**src/rtl/snake_move_ctrl.sv**
```systemverilog
// Snake movement and collision engine: key-driven heading, periodic stepping,
// segment shift register, sticky wall/body collision flags, renderer lookup.
module snake_move_ctrl #(
  parameter int GRID_W   = 40,
  parameter int GRID_H   = 30,
  parameter int MAX_LEN  = 16,
  parameter int MOVE_DIV = 12_500_000
) (
  input  logic       clk,
  input  logic       reset,
  input  logic       key1_press,
  input  logic       key2_press,
  input  logic       key3_press,
  input  logic       key4_press,
  input  logic [1:0] game_status,
  input  logic       restart,
  input  logic       grow,
  input  logic [5:0] query_x,
  input  logic [4:0] query_y,
  output logic       query_body,
  output logic       query_head,
  output logic [5:0] head_x,
  output logic [4:0] head_y,
  output logic [4:0] snake_len,
  output logic       move_tick,
  output logic       hit_wall,
  output logic       hit_body
);

  localparam logic [1:0] ST_RESTART = 2'b00;
  localparam logic [1:0] ST_START   = 2'b01;
  localparam logic [1:0] ST_PLAY    = 2'b10;
  localparam logic [1:0] ST_DIE     = 2'b11;

  // Encoding chosen so that the opposite heading is dir ^ 2'b01.
  localparam logic [1:0] DIR_UP    = 2'd0;
  localparam logic [1:0] DIR_DOWN  = 2'd1;
  localparam logic [1:0] DIR_LEFT  = 2'd2;
  localparam logic [1:0] DIR_RIGHT = 2'd3;

  localparam int                CNT_W    = (MOVE_DIV > 1) ? $clog2(MOVE_DIV) : 1;
  localparam logic [CNT_W-1:0]  CNT_LAST = CNT_W'(MOVE_DIV - 1);
  localparam int                IDX_W    = (MAX_LEN > 1) ? $clog2(MAX_LEN) : 1;
  localparam logic [4:0]        LEN_MAX  = 5'(MAX_LEN);

  logic [5:0]       r_seg_x [MAX_LEN];
  logic [4:0]       r_seg_y [MAX_LEN];
  logic [4:0]       r_len;
  logic [1:0]       r_dir;
  logic [1:0]       r_last_dir;
  logic             r_grow_pend;
  logic [CNT_W-1:0] r_cnt;
  logic             r_move_tick;
  logic             r_hit_wall;
  logic             r_hit_body;

  logic       w_cnt_en;
  logic       w_step;
  logic [6:0] w_next_x;
  logic [5:0] w_next_y;
  logic       w_out_of_bounds;
  logic       w_grow_eff;
  logic       w_self_hit;
  logic       w_step_ok;
  logic       w_step_wall;
  logic       w_step_body;
  logic       w_key_valid;
  logic [1:0] w_key_dir;
  logic [1:0] w_ref_dir;
  logic       w_key_accept;
  logic       w_status_steer;

  assign w_cnt_en = (game_status == ST_PLAY) && !r_hit_wall && !r_hit_body;
  assign w_step   = w_cnt_en && (r_cnt == CNT_LAST);

  // One bit wider than the coordinates so that 0-1 wraps to a large value.
  always_comb begin
    w_next_x = {1'b0, r_seg_x[0]};
    w_next_y = {1'b0, r_seg_y[0]};
    case (r_dir)
      DIR_UP:    w_next_y = {1'b0, r_seg_y[0]} - 6'd1;
      DIR_DOWN:  w_next_y = {1'b0, r_seg_y[0]} + 6'd1;
      DIR_LEFT:  w_next_x = {1'b0, r_seg_x[0]} - 7'd1;
      default:   w_next_x = {1'b0, r_seg_x[0]} + 7'd1;
    endcase
  end

  assign w_out_of_bounds = (w_next_x >= 7'(GRID_W)) || (w_next_y >= 6'(GRID_H));
  assign w_grow_eff      = r_grow_pend || grow;

  // The tail cell only blocks when the snake is about to grow, since it vacates otherwise.
  always_comb begin
    w_self_hit = 1'b0;
    for (int unsigned i = 0; i < MAX_LEN; i++) begin
      if (({1'b0, r_seg_x[IDX_W'(i)]} == w_next_x) && ({1'b0, r_seg_y[IDX_W'(i)]} == w_next_y)) begin
        if ((5'(i + 1) < r_len) || ((5'(i + 1) == r_len) && w_grow_eff)) begin
          w_self_hit = 1'b1;
        end
      end
    end
  end

  assign w_step_ok   = w_step && !w_out_of_bounds && !w_self_hit;
  assign w_step_wall = w_step && w_out_of_bounds;
  assign w_step_body = w_step && !w_out_of_bounds && w_self_hit;

  always_comb begin
    w_key_valid = 1'b1;
    w_key_dir   = r_dir;
    if (key1_press) begin
      w_key_dir = DIR_UP;
    end else if (key2_press) begin
      w_key_dir = DIR_DOWN;
    end else if (key3_press) begin
      w_key_dir = DIR_LEFT;
    end else if (key4_press) begin
      w_key_dir = DIR_RIGHT;
    end else begin
      w_key_valid = 1'b0;
    end
  end

  // A step executing this cycle already counts as the last executed move.
  assign w_ref_dir      = w_step_ok ? r_dir : r_last_dir;
  assign w_status_steer = (game_status == ST_START) || (game_status == ST_PLAY);
  assign w_key_accept   = w_key_valid && w_status_steer && (w_key_dir != (w_ref_dir ^ 2'b01));

  always_ff @(posedge clk) begin
    if (!reset || restart) begin
      for (int unsigned i = 0; i < MAX_LEN; i++) begin
        r_seg_x[IDX_W'(i)] <= '0;
        r_seg_y[IDX_W'(i)] <= '0;
      end
      r_seg_x[0]  <= 6'd20;
      r_seg_y[0]  <= 5'd15;
      r_seg_x[1]  <= 6'd19;
      r_seg_y[1]  <= 5'd15;
      r_seg_x[2]  <= 6'd18;
      r_seg_y[2]  <= 5'd15;
      r_len       <= 5'd3;
      r_dir       <= DIR_RIGHT;
      r_last_dir  <= DIR_RIGHT;
      r_grow_pend <= 1'b0;
      r_cnt       <= '0;
      r_move_tick <= 1'b0;
      r_hit_wall  <= 1'b0;
      r_hit_body  <= 1'b0;
    end else begin
      r_move_tick <= w_step_ok;

      if (!w_cnt_en || (r_cnt == CNT_LAST)) begin
        r_cnt <= '0;
      end else begin
        r_cnt <= r_cnt + 1'b1;
      end

      if (w_key_accept) begin
        r_dir <= w_key_dir;
      end

      if (w_step_wall) begin
        r_hit_wall <= 1'b1;
      end
      if (w_step_body) begin
        r_hit_body <= 1'b1;
      end

      if (grow) begin
        r_grow_pend <= 1'b1;
      end

      if (w_step_ok) begin
        for (int unsigned i = 1; i < MAX_LEN; i++) begin
          r_seg_x[IDX_W'(i)] <= r_seg_x[IDX_W'(i - 1)];
          r_seg_y[IDX_W'(i)] <= r_seg_y[IDX_W'(i - 1)];
        end
        r_seg_x[0] <= w_next_x[5:0];
        r_seg_y[0] <= w_next_y[4:0];
        if (w_grow_eff && (r_len < LEN_MAX)) begin
          r_len <= r_len + 5'd1;
        end
        r_grow_pend <= 1'b0;
        r_last_dir  <= r_dir;
      end
    end
  end

  always_comb begin
    query_body = 1'b0;
    for (int unsigned i = 0; i < MAX_LEN; i++) begin
      if ((5'(i) < r_len) && (r_seg_x[IDX_W'(i)] == query_x) && (r_seg_y[IDX_W'(i)] == query_y)) begin
        query_body = 1'b1;
      end
    end
  end

  assign query_head = (r_seg_x[0] == query_x) && (r_seg_y[0] == query_y);
  assign head_x     = r_seg_x[0];
  assign head_y     = r_seg_y[0];
  assign snake_len  = r_len;
  assign move_tick  = r_move_tick;
  assign hit_wall   = r_hit_wall;
  assign hit_body   = r_hit_body;

endmodule

```
**config.mk**
```make
export PLATFORM = sky130hd
export DESIGN_NAME = snake_move_ctrl
export DESIGN_NICKNAME = d
export VERILOG_FILES = /design/src/rtl/snake_move_ctrl.sv
export SDC_FILE = /design/constraint.sdc
export NUM_CORES = 1
export LEC_CHECK = 0
export ABC_AREA = 1
export CAP_MARGIN = 25
export CORE_AREA = 2 2 160 162
export DETAILED_ROUTE_END_ITERATION = 10
export DIE_AREA = 0 0 162 164
export GPL_TIMING_DRIVEN = 0
export PLACE_DENSITY = 0.75
export SKIP_LAST_GASP = 1
export SLEW_MARGIN = 10
export SYNTH_ARGS = -nofsm -noshare
export SYNTH_HDL_FRONTEND = slang
export SYNTH_SLANG_ARGS = --single-unit
```
**constraint.sdc**
```tcl
create_clock -name clk -period 5.3 [get_ports clk]
set_input_delay 1.06 -clock clk [delete_from_list [all_inputs] [get_ports clk]]
set_output_delay 1.06 -clock clk [all_outputs]
set_load 0.01 [all_outputs]
```
==> Word-level counts from Yosys, hierarchy flattened <==
Memory sizes are Yosys's and may differ from the RTL's.
Index checks and enable logic that the tools add are counted.
{ "word_totals": {"ram_bits": 176, "reg_bits": 37, "word_cells": 372, "out_inout_bits": 21, "mem_count": 2} }
{ "mem_list": {"columns": ["name", "words", "word_bits", "read_ports", "rd_clocked_by_memory_dff", "write_ports", "line", "rtl"], "rows": [
  ["r_seg_x", 16, 6, 16, 0, 16, "46", "logic [5:0] r_seg_x [MAX_LEN];"],
  ["r_seg_y", 16, 5, 16, 0, 16, "47", "logic [4:0] r_seg_y [MAX_LEN];"]
]} }
{ "classes": {"n_eq_ne": 88, "order_cmp": 20, "add_sub_neg": 6, "reduce_logical": 107, "bitwise": 39, "mux": 102} }
{ "ops": {"columns": ["op", "n"], "rows": [
  ["two-way mux 6 bit", 19],
  ["equality test 6 x 7 -> 1 bit", 16],
  ["equality test 6 bit", 17],
  ["equality test 5 x 6 -> 1 bit", 16],
  ["two-way mux 5 bit", 19],
  ["equality test 5 bit", 17],
  ["logical AND 1 bit", 75],
  ["two-way mux 1 bit", 57],
  ["equality test 4 x 5 -> 1 bit (first input constant)", 8],
  ["< comparator 4 x 5 -> 1 bit (first input constant)", 8],
  ["OR 1 bit", 38],
  ["adder 24 x 1 -> 24 bit (second input constant)", 1],
  ["equality test 24 bit (second input constant)", 1],
  ["logical OR 1 bit", 21],
  ["equality test 3 x 5 -> 1 bit (first input constant)", 4],
  ["< comparator 3 x 5 -> 1 bit (first input constant)", 4],
  ["one-hot mux 7 bit (2 select lines)", 1],
  ["one-hot mux 6 bit (2 select lines)", 1],
  ["equality test 2 x 5 -> 1 bit (first input constant)", 2],
  ["< comparator 1 x 5 -> 1 bit (first input constant)", 2],
  ["< comparator 2 x 5 -> 1 bit (first input constant)", 2],
  ["two-way mux 2 bit", 5],
  ["adder 6 x 1 -> 7 bit (second input constant)", 1],
  ["greater-or-equal comparator 7 x 6 -> 1 bit (second input constant)", 1],
  ["17 further kinds", 26]
]} }

==> Depth between registers and ports, before layout <==
{ "depth": {"word_depth": 42, "ltp_mapped": 32, "depth_no_buf": 32} }

==> Least setup slack after synthesis <==
OpenSTA, ideal clock, no wires.
{ "synth_path": {"path_type": "reg-to-reg", "from": "reg r_dir[1]", "to": "mem r_seg_x[1][4] (netlist: r_seg_x[0][10]) (enable)", "setup_time_ns": 0.416, "arrival_ns": 4.587, "setup_slack_ns": 0.296, "n_path_buf": 5, "path_stages_with_launch": 24, "required_ns": 4.884, "path_cell_list": "dfxtp_1 buf_4 buf_2 buf_2 nor2_1 inv_1 ha_1 a21oi_1 nand2_1 nand2_1 nand3_1 nand2_1 buf_2 xor2_1 nand3_1 nor2_1 nand3_1 nand2_1 nor2_1 nand2_1 o21ai_4 nand2_4 nand2_1 buf_2"} }
{ "synth_rtl": {"columns": ["item", "line", "rtl"], "rows": [
  ["from (decl)", "49", "logic [1:0] r_dir;"],
  ["from (signal assigned)", "158", "r_dir <= w_key_dir;"],
  ["to (decl)", "46", null]
]} }

==> Worst setup path in the final report <==
{ "layout_path": {"from": "in query_x[3]", "to": "out query_body"} }
{ "layout_between": {"elab_chain_len": 19, "word_cells_on_any_way": 64} }
{ "layout_lines": {"columns": ["item", "line", "rtl"], "rows": [
  ["from (decl)", "18", "input logic [5:0] query_x,"],
  ["equality test 6 bit", "191", "if ((5'(i) < r_len) && (r_seg_x[IDX_W'(i)] == query_x) && (r_seg_y[IDX_W'(i)] == query_y)) begin"],
  ["logical AND 1 bit (2 in series)", "191", null],
  ["two-way mux 1 bit (15 in series)", "191", null],
  ["two-way mux 1 bit *", "191", null],
  ["to (decl)", "20", "output logic query_body,"]
]} }
Every way passes the cells marked *; elsewhere a longest branch is shown, timed or not.

==> flow_summary_export.csv <==
group,metric,value,unit
status,status,"finished clean",
global_route,antenna_found_initial,0,
place,place_area,14700,sq um
floorplan,die_area,26600,sq um
place,gp_congestion,1.02,
layout,syn_to_final_growth,12.8,%
clocking,cts_tree,"done",
yosys,synth.cell_area,14000,sq um
setup_path,reg2reg_to,"r_seg_y[1][3]",
power_and_ir_drop,p_int,2.96,mW
sta,fin_setup_tns,0,ns
place,port-buffer-count,30,
sta,setup_violations,0,
yosys,ys_ff_latch,213,
yosys,postSynthAreaPerCell,7.17,sq um
sta,max_slew_margin,0.460,
floorplan,dieWidth,162,microns
power_and_ir_drop,p_switching,1.25,mW
layout,fin_area,15800,sq um
min_path,hold_path_depth,1,
routing,vias,14200,
power_and_ir_drop,power,4.21,mW
yosys,yosysWarnings,0,
layout,nFillCells,2291,
yosys,synthDistinctLibCells,53,
sta,final_max_slew_viol_count,0,
clocking,clock-root-buffer,"clkbuf_16",
power_and_ir_drop,seq_power_share,0.430,
min_path,hold_class,"reg -> reg",
setup_path,reg2regPathDepth,26,
power_and_ir_drop,pwr-share-clk,0.421,
power_and_ir_drop,power_density,267,nW/um^2
clocking,cts_max_level,1,
min_path,holdPathEnd,"r_cnt[0]",
yosys,async_flop_share,0,
yosys,synth-main-ff-cell,"dfxtp_1",
min_path,hold_path.startpoint,"r_cnt[0]",
routing,detail-route-antenna-nets,0,
global_route,grtUsageTotal,0.405,
sta,final.min_clock_period,5.29,ns
sta,worst_pin_slew,0.810,ns
yosys,synth_top_area_cell,"edfxtp_1",
sta,fmaxAchievable,189,MHz
yosys,synth-edff-count,99,
layout,antennaDiodeCount,0,
floorplan,design.portCount,42,
setup_path,critPathCaptureType,"output port",
global_route,grt_max_degree,45,
power_and_ir_drop,pwr-share-comb,0.149,
routing,wl,54500,microns
sta,rsz0062_at_grt,"no",
floorplan,die_y,164,microns
sta,finalClockSkew,0.0291,ns
setup_path,startpoint_type,"primary input",
routing,drcViolationCount,0,
clocking,cts_buffers,26,
setup_path,worstReg2RegStart,"r_dir[0]",
job,drv_cap,0,
global_route,grt_pass1_wl,79100,microns
power_and_ir_drop,p_leak,6.61,nW
routing,dr.pass1.iters,9,
clocking,cts_sinks,213,
sta,hold_violations,0,
yosys,netlist.area_leader.share,0.213,
global_route,grt.overflow.total,0,
power_and_ir_drop,ir_drop,312,uV
setup_path,reg2reg_slack,0.21,ns
floorplan,core-area,24800,sq um
sta,fin_crit_sh,0.999,
yosys,syn-num-nets,1981,
routing,drt-initial-drc-count,2188,
clocking,clock_path_buffers,3,
clocking,cts.clk_slew.worst_paths,0.06,ns
yosys,syn_inst,1949,
setup_path,cp.arrival,4.23,ns
setup_path,crit_fanout,10,
setup_path,worstPathRequired,4.24,ns
place,dpl.hpwl,40400,microns
yosys,ys_seq_area_frac,0.376,
routing,avgViaCountPerCell,5.99,
clocking,clkLatencyLatePin,0.55,ns
layout,most-common-layout-cells,"476 x nand2_1, 268 x inv_1, 185 x nor2_1",
layout,mostFrequentLayoutCell,"nand2_1",
layout,layout-drive-gt1-share,0.106,
floorplan,start_util,0.563,
routing,wl_per_cell,23.0,microns
layout,fin_nets,2050,
power_and_ir_drop,swShare,0.297,
setup_path,setup.worst_path.class,"in -> out",
floorplan,rows,58,
global_route,grt_pass1_vias,13000,
yosys,synth_area_leaders,"edfxtp_1 21%, dfxtp_1 16%, nand2_1 13%",
-- worst max path at each step --
stage / start / to / slack, ns
after floorplan: r_dir[1] / r_seg_x[0][10] / 0.30
after global placement: r_dir[1] / r_seg_y[1][0] / -1.97
after detailed placement: r_dir[1] / r_seg_y[1][0] / -0.73
after CTS: query_x[0] / query_body / 0.02
after global routing: query_x[3] / query_body / 0.002
final: query_x[3] / query_body / 0.005
-- cell families after synthesis --
| logic type | Yosys count | share of synthesized area |
|---|---|---|
| AOI/OAI and AO/OA | 225 | 0.0963 |
| xor gates and xnor gates | 158 | 0.0990 |
| adders and majority gates | 11 | 0.0104 |
| buffers and inverters | 367 | 0.112 |
| DFF | 213 | 0.376 |
| and+or+nand+nor | 975 | 0.306 |
-- metal layers --
metal	vias to the layer above	track usage	share of wire
li1	6447	-	-
met1	6623	0.513	0.37
met2	908	0.650	0.45
met3	203	0.0780	0.12
met4	0	0.232	0.064
met5	-	0	0
-- timing repair --
item	CTS	global route
hold buffers	0	0
endpoints found under the setup margin	275	276
gates resized for setup	31	26
cloned	1	0
setup buffers	5	2
pin swaps	2	1
-- state kept, by name, indices dropped and copies added (netlist names) --
signal	flops
r_seg_x	96
r_seg_y	80
r_cnt	24
snake_len	5
r_dir	2
r_last_dir	2
hit_body	1
hit_wall	1
move_tick	1
r_grow_pend	1
-- stage by stage --
step           hold slack, ns  cells  worst slack, ns  utilization
2_1_floorplan           0.418   1949            0.296            -
5_1_grt                 0.468   2368          0.00224        0.635
3_5_place_dp            0.448   2313           -0.729        0.594
4_1_cts                 0.456   2367           0.0184        0.634
6_report                0.455   2368          0.00545        0.635
3_3_place_gp            0.435   2309            -1.97        0.592
-- critical path: stages --
cell             delay (ns)
clkbuf_1               0.57
buf_2                  0.46
nor2_1                 0.10
nor3_1                 0.65
nand4_1                0.22
nor3_1                 0.27
a2111oi_1              0.14
nand3_1                0.20
clkdlybuf4s50_1        0.56
-- cells in the mapped netlist (2+ instances only) --
| library cell | number |
|---|---|
| inv_2 | 4 |
| dfxtp_1 | 114 |
| o21ai_0 | 45 |
| nor2_1 | 186 |
| edfxtp_1 | 99 |
| buf_2 | 30 |
| o22ai_1 | 92 |
| nor4_1 | 21 |
| o21a_1 | 3 |
| a2111oi_0 | 5 |
| o31ai_1 | 2 |
| clkbuf_1 | 30 |
| nor3_1 | 26 |
| o21bai_1 | 2 |
| nand4_1 | 34 |
| nand2_1 | 480 |
| xnor2_1 | 35 |
| o2111ai_1 | 3 |
| nand3_2 | 4 |
| nand2_2 | 4 |
| buf_1 | 8 |
| buf_4 | 15 |
| xor2_1 | 123 |
| a221oi_1 | 4 |
| o21ai_1 | 6 |
| a21oi_1 | 52 |
| nor4b_1 | 2 |
| nand2_4 | 2 |
| nor2_2 | 64 |
| nand3b_1 | 2 |
| nor3b_1 | 6 |
| and3_1 | 2 |
| ha_1 | 10 |
| a31oi_1 | 2 |
| inv_1 | 270 |
| buf_8 | 8 |
| nand3_1 | 138 |
-- power by group through the flow --
stage | registers [mW] | clock network (mW) | logic [mW]
after floorplan | 1.83 | 0 | 0.382
after global placement | 1.84 | 0 | 0.572
after detailed placement | 1.84 | 0 | 0.581
after CTS | 1.81 | 1.76 | 0.597
after global routing | 1.81 | 1.83 | 0.662
final | 1.81 | 1.77 | 0.625
-- area by class of cell --
class | instances | area (sq um) | area share
Buffer | 91 | 601 | 0.0381
Clock buffer | 38 | 778 | 0.0493
Clock inverter | 10 | 53.8 | 0.00341
Inverter | 275 | 1040 | 0.0659
Multi-Input combinational cell | 1369 | 7200 | 0.457
Sequential cell | 213 | 5260 | 0.333
Tap cell | 330 | 413 | 0.0262
Timing Repair Buffer | 42 | 427 | 0.0271
Note: power is estimated with default switching activity, not from simulation.
